### config.mk
export PLATFORM = sky130hd
export DESIGN_NAME = rgb_fade_sequencer
export DESIGN_NICKNAME = d
export VERILOG_FILES = /design/src/rtl/rgb_seq_pkg.sv /design/src/rtl/rgb_pwm_channel.sv /design/src/rtl/rgb_fade_sequencer.sv
export SDC_FILE = /design/constraint.sdc
export NUM_CORES = 1
export LEC_CHECK = 0
export ABC_AREA = 1
export CORE_MARGIN = 5
export CORE_UTILIZATION = 30
export DETAILED_ROUTE_END_ITERATION = 6
export RECOVER_POWER = 100
export SLEW_MARGIN = 20
export SYNTH_ARGS = -nofsm -noshare
export SYNTH_HDL_FRONTEND = slang
export SYNTH_SLANG_ARGS = --single-unit
### constraint.sdc
create_clock -name CLK -period 5.3 [get_ports CLK]
set_input_delay 0.795 -clock CLK [delete_from_list [all_inputs] [get_ports CLK]]
set_output_delay 0.795 -clock CLK [all_outputs]
set_load 0.01 [all_outputs]
### src/rtl/rgb_seq_pkg.sv
// rtl/rgb_seq_pkg.sv - shared types and defaults for the RGB fade sequencer
package rgb_seq_pkg;

  localparam int PWM_BITS_DEF = 4;

  typedef enum logic [1:0] {
    IDLE = 2'd0,
    FADE = 2'd1,
    HOLD = 2'd2
  } state_t;

  typedef struct packed {
    logic [PWM_BITS_DEF-1:0] r;
    logic [PWM_BITS_DEF-1:0] g;
    logic [PWM_BITS_DEF-1:0] b;
    logic [7:0]              hold;
  } cmd_t;

endpackage

### src/rtl/rgb_pwm_channel.sv
// rtl/rgb_pwm_channel.sv - registered PWM compare for one colour, active-low drive
module rgb_pwm_channel
  import rgb_seq_pkg::*;
#(
  parameter int PWM_BITS = PWM_BITS_DEF
) (
  input  logic                clk,
  input  logic                rst_n,
  input  logic [PWM_BITS-1:0] pwm_cnt,
  input  logic [PWM_BITS-1:0] level,
  output logic                drive
);

  // pwm_cnt never reaches all-ones, so level==max keeps the LED permanently on
  always_ff @(posedge clk or negedge rst_n) begin
    if (!rst_n) drive <= 1'b1;
    else        drive <= !(pwm_cnt < level);
  end

endmodule

### src/rtl/rgb_fade_sequencer.sv
// rtl/rgb_fade_sequencer.sv - queued RGB fade/hold sequencer with PWM outputs
module rgb_fade_sequencer
  import rgb_seq_pkg::*;
#(
  parameter int PWM_BITS    = PWM_BITS_DEF,
  parameter int PRESCALE    = 512,
  parameter int STEP_CYCLES = 33333,
  parameter int FIFO_DEPTH  = 4
) (
  input  logic                CLK,
  input  logic                RST_N,
  input  logic                cmd_valid,
  output logic                cmd_ready,
  input  logic [PWM_BITS-1:0] cmd_r,
  input  logic [PWM_BITS-1:0] cmd_g,
  input  logic [PWM_BITS-1:0] cmd_b,
  input  logic [7:0]          cmd_hold,
  output logic                busy,
  output logic                RGB_R,
  output logic                RGB_G,
  output logic                RGB_B,
  output logic                LED
);

  localparam int AW = $clog2(FIFO_DEPTH);
  localparam int SW = (STEP_CYCLES > 1) ? $clog2(STEP_CYCLES) : 1;
  localparam int PW = (PRESCALE > 1) ? $clog2(PRESCALE) : 1;
  localparam logic [PWM_BITS-1:0] PWM_TOP = PWM_BITS'((1 << PWM_BITS) - 2);

  state_t              state, state_next;
  logic [SW-1:0]       step_cnt;
  logic [PW-1:0]       pre_cnt;
  logic [PWM_BITS-1:0] pwm_cnt;
  logic                tick, pre_tick;
  logic [PWM_BITS-1:0] cur_r, cur_g, cur_b;
  logic [PWM_BITS-1:0] cur_r_next, cur_g_next, cur_b_next;
  logic [PWM_BITS-1:0] target_r, target_g, target_b;
  logic [7:0]          hold_cnt;

  cmd_t                mem [FIFO_DEPTH];
  cmd_t                head;
  logic [AW-1:0]       wr_ptr, rd_ptr;
  logic [AW:0]         count, count_next;
  logic                push, pop, empty;

  assign tick     = (step_cnt == SW'(STEP_CYCLES - 1));
  assign pre_tick = (pre_cnt == PW'(PRESCALE - 1));

  // Both timers free-run from reset; commands never realign them
  always_ff @(posedge CLK or negedge RST_N) begin
    if (!RST_N) begin
      step_cnt <= '0;
      pre_cnt  <= '0;
      pwm_cnt  <= '0;
    end else begin
      step_cnt <= tick ? '0 : step_cnt + 1'b1;
      pre_cnt  <= pre_tick ? '0 : pre_cnt + 1'b1;
      if (pre_tick) pwm_cnt <= (pwm_cnt == PWM_TOP) ? '0 : pwm_cnt + 1'b1;
    end
  end

  assign empty = (count == '0);
  assign push  = cmd_valid && cmd_ready;
  assign pop   = (state == IDLE) && !empty;
  assign head  = mem[rd_ptr];

  always_comb begin
    count_next = count;
    if (push && !pop)      count_next = count + 1'b1;
    else if (pop && !push) count_next = count - 1'b1;
  end

  always_ff @(posedge CLK) begin
    if (push) mem[wr_ptr] <= '{r: cmd_r, g: cmd_g, b: cmd_b, hold: cmd_hold};
  end

  always_ff @(posedge CLK or negedge RST_N) begin
    if (!RST_N) begin
      wr_ptr    <= '0;
      rd_ptr    <= '0;
      count     <= '0;
      cmd_ready <= 1'b0;
    end else begin
      if (push) wr_ptr <= wr_ptr + 1'b1;
      if (pop)  rd_ptr <= rd_ptr + 1'b1;
      count     <= count_next;
      cmd_ready <= (count_next != (AW+1)'(FIFO_DEPTH));
    end
  end

  function automatic logic [PWM_BITS-1:0] step_toward(input logic [PWM_BITS-1:0] cur,
                                                      input logic [PWM_BITS-1:0] tgt);
    if (cur < tgt)      return cur + 1'b1;
    else if (cur > tgt) return cur - 1'b1;
    return cur;
  endfunction

  always_comb begin
    state_next = state;
    cur_r_next = cur_r;
    cur_g_next = cur_g;
    cur_b_next = cur_b;
    case (state)
      IDLE: if (!empty) state_next = FADE;
      FADE: if (tick) begin
        cur_r_next = step_toward(cur_r, target_r);
        cur_g_next = step_toward(cur_g, target_g);
        cur_b_next = step_toward(cur_b, target_b);
        if (cur_r_next == target_r && cur_g_next == target_g && cur_b_next == target_b)
          state_next = HOLD;
      end
      HOLD: if (tick && hold_cnt == 8'd0) state_next = IDLE;
      default: state_next = IDLE;
    endcase
  end

  always_ff @(posedge CLK or negedge RST_N) begin
    if (!RST_N) begin
      state    <= IDLE;
      cur_r    <= '0;
      cur_g    <= '0;
      cur_b    <= '0;
      target_r <= '0;
      target_g <= '0;
      target_b <= '0;
      hold_cnt <= '0;
      busy     <= 1'b0;
      LED      <= 1'b1;
    end else begin
      state <= state_next;
      cur_r <= cur_r_next;
      cur_g <= cur_g_next;
      cur_b <= cur_b_next;
      if (pop) begin
        target_r <= head.r;
        target_g <= head.g;
        target_b <= head.b;
        hold_cnt <= head.hold;
      end else if (state == HOLD && tick && hold_cnt != 8'd0) begin
        hold_cnt <= hold_cnt - 1'b1;
      end
      busy <= (state_next != IDLE) || (count_next != '0);
      LED  <= !((state_next != IDLE) || (count_next != '0));
    end
  end

  rgb_pwm_channel #(.PWM_BITS(PWM_BITS)) u_pwm_r (
    .clk(CLK), .rst_n(RST_N), .pwm_cnt(pwm_cnt), .level(cur_r), .drive(RGB_R));
  rgb_pwm_channel #(.PWM_BITS(PWM_BITS)) u_pwm_g (
    .clk(CLK), .rst_n(RST_N), .pwm_cnt(pwm_cnt), .level(cur_g), .drive(RGB_G));
  rgb_pwm_channel #(.PWM_BITS(PWM_BITS)) u_pwm_b (
    .clk(CLK), .rst_n(RST_N), .pwm_cnt(pwm_cnt), .level(cur_b), .drive(RGB_B));

endmodule

==> results of run 1 <==
-- per-stage QoR --
stage / util (%) / worst slack, ns / area, um^2 / std cells / power [mW]
finish: 35.30 / 2.171 / 8890 / 1180 / 2.986
floorplan: - / 2.719 / 7654 / 802 / 1.627
global placement: 33.08 / 2.432 / 8330 / 1148 / 1.743
detailed placement: 33.08 / 2.392 / 8330 / 1148 / 1.749
global route: 35.30 / 1.846 / 8890 / 1180 / 3.126
CTS: 35.57 / 2.373 / 8956 / 1180 / 3.033
-- area by class of cell --
class	count	area, um^2
tap	330	412.9
multi-input combinational	525	2844
clock buffer	17	425.4
fill	2534	16290
timing repair buffer	36	319.1
clock inverter	15	200.2
inverter	101	379.1
sequential	156	4309
-- cells by family (layout without fill, tap and decap cells) --
family,after synthesis,after routing
AO/OA/AOI/OAI,134,134
AND/OR/NAND/NOR,335,335
adder cells (fa/ha/maj),42,42
flip-flops,156,156
XOR/XNOR,14,14
buffers and inverters,121,169
-- where the power goes --
| group | internal, mW | total [mW] | switching, mW |
|---|---|---|---|
| clock network | 0.723 | 1.27 | 0.552 |
| logic | 0.0718 | 0.249 | 0.177 |
| registers | 1.43 | 1.46 | 0.0348 |
-- registers in the layout, indices dropped and copies added (netlist names), 2 cells and up --
register,cells
count,3
cur_b,4
cur_g,4
cur_r,4
hold_cnt,8
mem,80
pre_cnt,9
pwm_cnt,4
rd_ptr,2
state,2
step_cnt,16
target_b,4
target_g,4
target_r,4
wr_ptr,2
-- worst paths after layout --
check | startpoint | to | slack, ns | cells after the start
max in group asynchronous | RST_N | step_cnt[5]$_DFF_PN0_ | 2.97 | 2
max reg2reg | target_b[3]$_DFFE_PN0P_ | busy$_DFF_PN0_ | 2.17 | 17
max | target_b[3]$_DFFE_PN0P_ | busy$_DFF_PN0_ | 2.17 | 17
min reg2reg | pre_cnt[0]$_DFF_PN0_ | pre_cnt[0]$_DFF_PN0_ | 0.47 | 1
min | pre_cnt[0]$_DFF_PN0_ | pre_cnt[0]$_DFF_PN0_ | 0.47 | 1
min in group asynchronous | RST_N | target_r[1]$_DFFE_PN0P_ | 0.87 | 1
-- worst max-delay path, cell delays in order (launching register included) --
cell and delay (ns):
dfrtp_1 0.36, inv_1 0.13, ha_1 0.26, a21oi_1 0.23, nand2_1 0.21, ha_1 0.38
a21oi_1 0.22, nand2_1 0.06, o21ai_0 0.25, nand2_1 0.08, nand2_1 0.06, nand2_1 0.07
nand2_1 0.06, nand2_1 0.05, nor2_1 0.15, nand4_2 0.13, a21oi_1 0.19, nand3_1 0.10
-- synth_stat cells, drive strengths merged, types with 3 or more instances --
cell | instances | area (um^2)
a21boi | 3 | 22.52
a21oi | 20 | 103.9
a31oi | 5 | 31.28
buf | 5 | 27.52
clkbuf | 15 | 56.30
dfrtp | 72 | 1802
dfstp | 4 | 105.1
edfxtp | 80 | 2402
fa | 3 | 60.06
ha | 39 | 488.0
inv | 99 | 371.6
nand2 | 159 | 616.8
nand3 | 53 | 270.3
nand4 | 9 | 62.56
nor2 | 92 | 357.8
nor3 | 11 | 81.33
nor3b | 3 | 22.52
nor4 | 5 | 31.28
o211ai | 6 | 45.04
o21ai | 77 | 389.1
o22ai | 19 | 118.9
xor2 | 13 | 113.9
-- metal layers --
layer / up-vias / routed length [um] / track usage (%)
met5: - / 0 / 0
met4: 0 / 176 / 3.185
met3: 14 / 533 / 2.912
met2: 70 / 7279 / 18.35
met1: 2550 / 7383 / 15.20
li1: 2764 / - / -
==> results_dict.tcl, run 1 <==
set metrics [dict create \
    grt_pass1_wl_um 26310 \
    fin_crit_sh_pct 59.05 \
    grt_overflow_total 0 \
    leakage_nw 3.699 \
    numPortBuffers 28 \
    clkSinkCount 156 \
    vias 5398 \
    synth_edf_count 80 \
    cts_root_buf "clkbuf_16" \
    rows 58 \
    hold_class "flip-flop to flip-flop" \
    setup_viol 0 \
    drc 0 \
    core_area_um2 25180 \
    syn_area_um2 7654 \
    num_antenna_cells 0 \
    hold_buffers 0 \
    grt_setup_unrepaired "false" \
    grt_usage_pct 11.37 \
    drt_wl_total_um 15370 \
    dp_hpwl_um 10280 \
    cts_resized 0 \
    clock_latency_ns 0.43 \
    via_per_inst 4.575 \
    cts_tree "yes" \
    drv_cap 1 \
    ant_nets 0 \
    clk_path_buf_depth 2 \
    ioPinCount 29 \
    hold_ws_ns 0.4692 \
    syn_avg_cell_area_um2 9.543 \
    final_cell_mix "nand2_1, inv_1, nor2_1" \
    required_ns 5.61 \
    yosysWarnings 0 \
    drt_iter0_drc 314 \
    first_pass_iters 5 \
    ys.flop_type "edfxtp_1" \
    period_needed_ns 3.129 \
    drive_above_1_share_pct 6.353 \
    skew_ns 0.01930 \
    ys_seq_area_share_pct 56.30 \
    synth_compound_area_share_pct 9.743 \
    gp_congestion 0.8056 \
    ys_types 41 \
    critPathKind "flip-flop to flip-flop" \
    worstMarginPinSlew_ns 1.885 \
    synthMuxAreaShare_pct 0 \
    die_h_um 169.7 \
    htree_levels 4 \
    async_flop_share_pct 48.72 \
    cp_data_arrival_time_ns 3.43 \
    p_per_area_nw_per_um2 335.9 \
    syn_to_final_growth_pct 16.15 \
    fmax_ghz 0.3195 \
    startpoint_type "flip-flop" \
    fin_setup_tns_ns 0 \
    routedWlPerCell_um 13.03 \
    synth_xor_area_share_pct 1.602 \
    post_cts_buffers 0 \
    start_util_pct 30.39 \
    hold_viol 0 \
    nets 902 \
    path_clk_slew_ns 0.07 \
    irDropWorstVdd_mv 0.2169 \
    synth_top_family_by_area "simple AND/OR/NAND/NOR gates" \
    grt_pass1_vias 5277 \
    slew_headroom_pct -25.64 \
    ys_ff_latch 156 \
    synthCells 802 \
    syn_nets 867 \
    violations "capacitance limit, slew limit" \
    status "complete, but fails checks" \
    grt_max_degree 45 \
    die_w_um 169.7 \
    synth_fa_ha_area_share_pct 7.160 \
    crit_fanout 8 \
    slew_violations 34 \
    dieArea_um2 28810 \
    cts_made_buffers 17 \
    synth-simple-area-share_pct 19.14 \
    antenna_found_initial 0 \
    final_common_cell "nand2_1" \
    cp-end-kind "flip-flop" \
]
Power figures use the tool's default switching activity.
==> run 2, diff against run 1 <==
==> constraint.sdc (replaced) <==
create_clock -name CLK -period 3.25 [get_ports CLK]
set_input_delay 0.4875 -clock CLK [delete_from_list [all_inputs] [get_ports CLK]]
set_output_delay 0.4875 -clock CLK [all_outputs]
set_load 0.01 [all_outputs]
==> results_dict.tcl, run 2 (synthesis results as in run 1) <==
set metrics [dict create \
    status "complete, but fails checks" \
    violations "capacitance limit, slew limit" \
    syn_to_final_growth_pct 15.78 \
    fin_setup_tns_ns 0 \
    met3_usage_pct 2.353 \
    use_met2_pct 18.68 \
    slew_violations 64 \
    dieArea_um2 28810 \
    critPathBufInv 1 \
    routedWlPerCell_um 12.77 \
    crit_chain "inv_1 > ha_1 > a21oi_1 > nand2_2 > ha_1 > a21oi_1 > nand2_1 > o21ai_2 > nand2_1 > nand2_1 > nand2_1 > nand2_1 > nand2_1 > nor2_1 > nand4_2 > a21oi_2 > nand3_1" \
    required_ns 3.54 \
    startpoint_type "flip-flop" \
    grt_usage_pct 11.15 \
    path_clk_slew_ns 0.07 \
    cp-endpoint "busy$_DFF_PN0_" \
    clk_path_buf_depth 2 \
    via_per_inst 4.603 \
    vias 5445 \
    fmax_ghz 0.3416 \
    timing.final.ws_setup_ns 0.3222 \
    drt_iter0_drc 315 \
    hold_buffers 0 \
    placed_cells 1151 \
    fin_crit_sh_pct 90.09 \
    ant_nets 0 \
    grt_pass1_wl_um 25910 \
    hold_class "flip-flop to flip-flop" \
    busiest_layer "met2" \
    skew_ns 0.01352 \
    critPathKind "flip-flop to flip-flop" \
    irDropWorstVdd_mv 0.4367 \
    worst_path_largest_cell_delay_ns 0.36 \
    cts_resized 0 \
    clock_latency_ns 0.43 \
    r2r_start "target_b[3]$_DFFE_PN0P_" \
    rr_worst_depth 17 \
    largest_register_ffs 80 \
    core_area_um2 25180 \
    htree_levels 4 \
    setup_viol 0 \
    crit_family "simple AND/OR/NAND/NOR gates" \
    die_h_um 169.7 \
    met1_usage_pct 14.42 \
    p_per_area_nw_per_um2 532.6 \
    slew_headroom_pct -7.148 \
    drc 0 \
    start_util_pct 30.39 \
    leakage_nw 3.688 \
    cp-end-kind "flip-flop" \
    power_mw 4.719 \
    critical_path_depth 17 \
    cts_root_buf "clkbuf_16" \
    period_needed_ns 2.928 \
    cts_made_buffers 17 \
    largest-register "mem" \
    cpMaxStageDelayCell "dfrtp_1" \
    num_antenna_cells 0 \
    reg.largest.list "mem x80, step_cnt x16, pre_cnt x9" \
    gp_congestion 0.8278 \
    ioPinCount 29 \
    die_w_um 169.7 \
    drt_wl_total_um 15110 \
    dp_hpwl_um 10230 \
    startpoint "target_b[3]$_DFFE_PN0P_" \
    numPortBuffers 28 \
    cts_tree "yes" \
    hold_viol 0 \
    grt_pass1_vias 5312 \
    grt_setup_unrepaired "false" \
    nets 905 \
    final_cells 1183 \
    antenna_found_initial 0 \
    crit_top_cell "nand2_1" \
    rows 58 \
    clkSinkCount 156 \
    cp_data_arrival_time_ns 3.22 \
    r2r_slack_ns 0.32 \
    final_cell_mix "nand2_1, inv_1, nor2_1" \
    grt_max_degree 64 \
    drive_above_1_share_pct 6.800 \
    drv_cap 1 \
    final_cell_area_um2 8861 \
    crit_fanout 8 \
    post_cts_buffers 0 \
    grt_overflow_total 0 \
    dp_slack_ns 0.3560 \
    timing.rr.end "busy$_DFF_PN0_" \
    worstMarginPinSlew_ns 1.607 \
    final_common_cell "nand2_1" \
    first_pass_iters 4 \
    min_delay_path_depth 1 \
    placed_cell_area_um2 8353 \
]
-- run 2: power by group --
group / switching [mW] / internal, mW
Clock: 0.852 / 1.08
Sequential: 0.0552 / 2.33
Combinational: 0.285 / 0.118
Total: 1.19 / 3.53
-- run 2: area by class of cell --
class | instances | area, um^2
Fill cell | 2495 | 16320
Sequential cell | 156 | 4309
Tap cell | 330 | 412.9
Clock buffer | 17 | 425.4
Clock inverter | 15 | 151.4
Multi-Input combinational cell | 525 | 2854
Inverter | 101 | 379.1
Timing Repair Buffer | 39 | 329.1
-- run 2: how the worst min path moves through the flow --
stage,slack [ns],from,end
after floorplan,0.19,RST_N,busy$_DFF_PN0_
after global placement,0.45,pre_cnt[0]$_DFF_PN0_,pre_cnt[0]$_DFF_PN0_
after detailed placement,0.45,pre_cnt[0]$_DFF_PN0_,pre_cnt[0]$_DFF_PN0_
after CTS,0.20,RST_N,pre_cnt[0]$_DFF_PN0_
after global routing,0.49,pre_cnt[0]$_DFF_PN0_,pre_cnt[0]$_DFF_PN0_
final,0.46,pre_cnt[0]$_DFF_PN0_,pre_cnt[0]$_DFF_PN0_
-- run 2: worst reg2reg max path, delay by kind of cell, from the launching register on --
| kind | cells | cell delay [ns] |
|---|---|---|
| flops | 1 | 0.36 |
| simple gates | 10 | 0.96 |
| compound gates | 4 | 0.76 |
| buf+inv | 1 | 0.12 |
| fa+ha+maj | 2 | 0.62 |
-- run 2: routing by layer --
layer | wire length, um | up-vias
met5 | 0 | -
met4 | 160 | 0
met3 | 545 | 11
met2 | 7219 | 81
met1 | 7182 | 2573
li1 | - | 2780
-- run 2: metrics by stage --
stage / utilization, % / hold WS, ns
5_1_grt: 35.19 / 0.4915
4_1_cts: 35.46 / 0.1972
2_1_floorplan: - / 0.1919
6_report: 35.19 / 0.4603
3_5_place_dp: 33.17 / 0.4550
3_3_place_gp: 33.17 / 0.4490
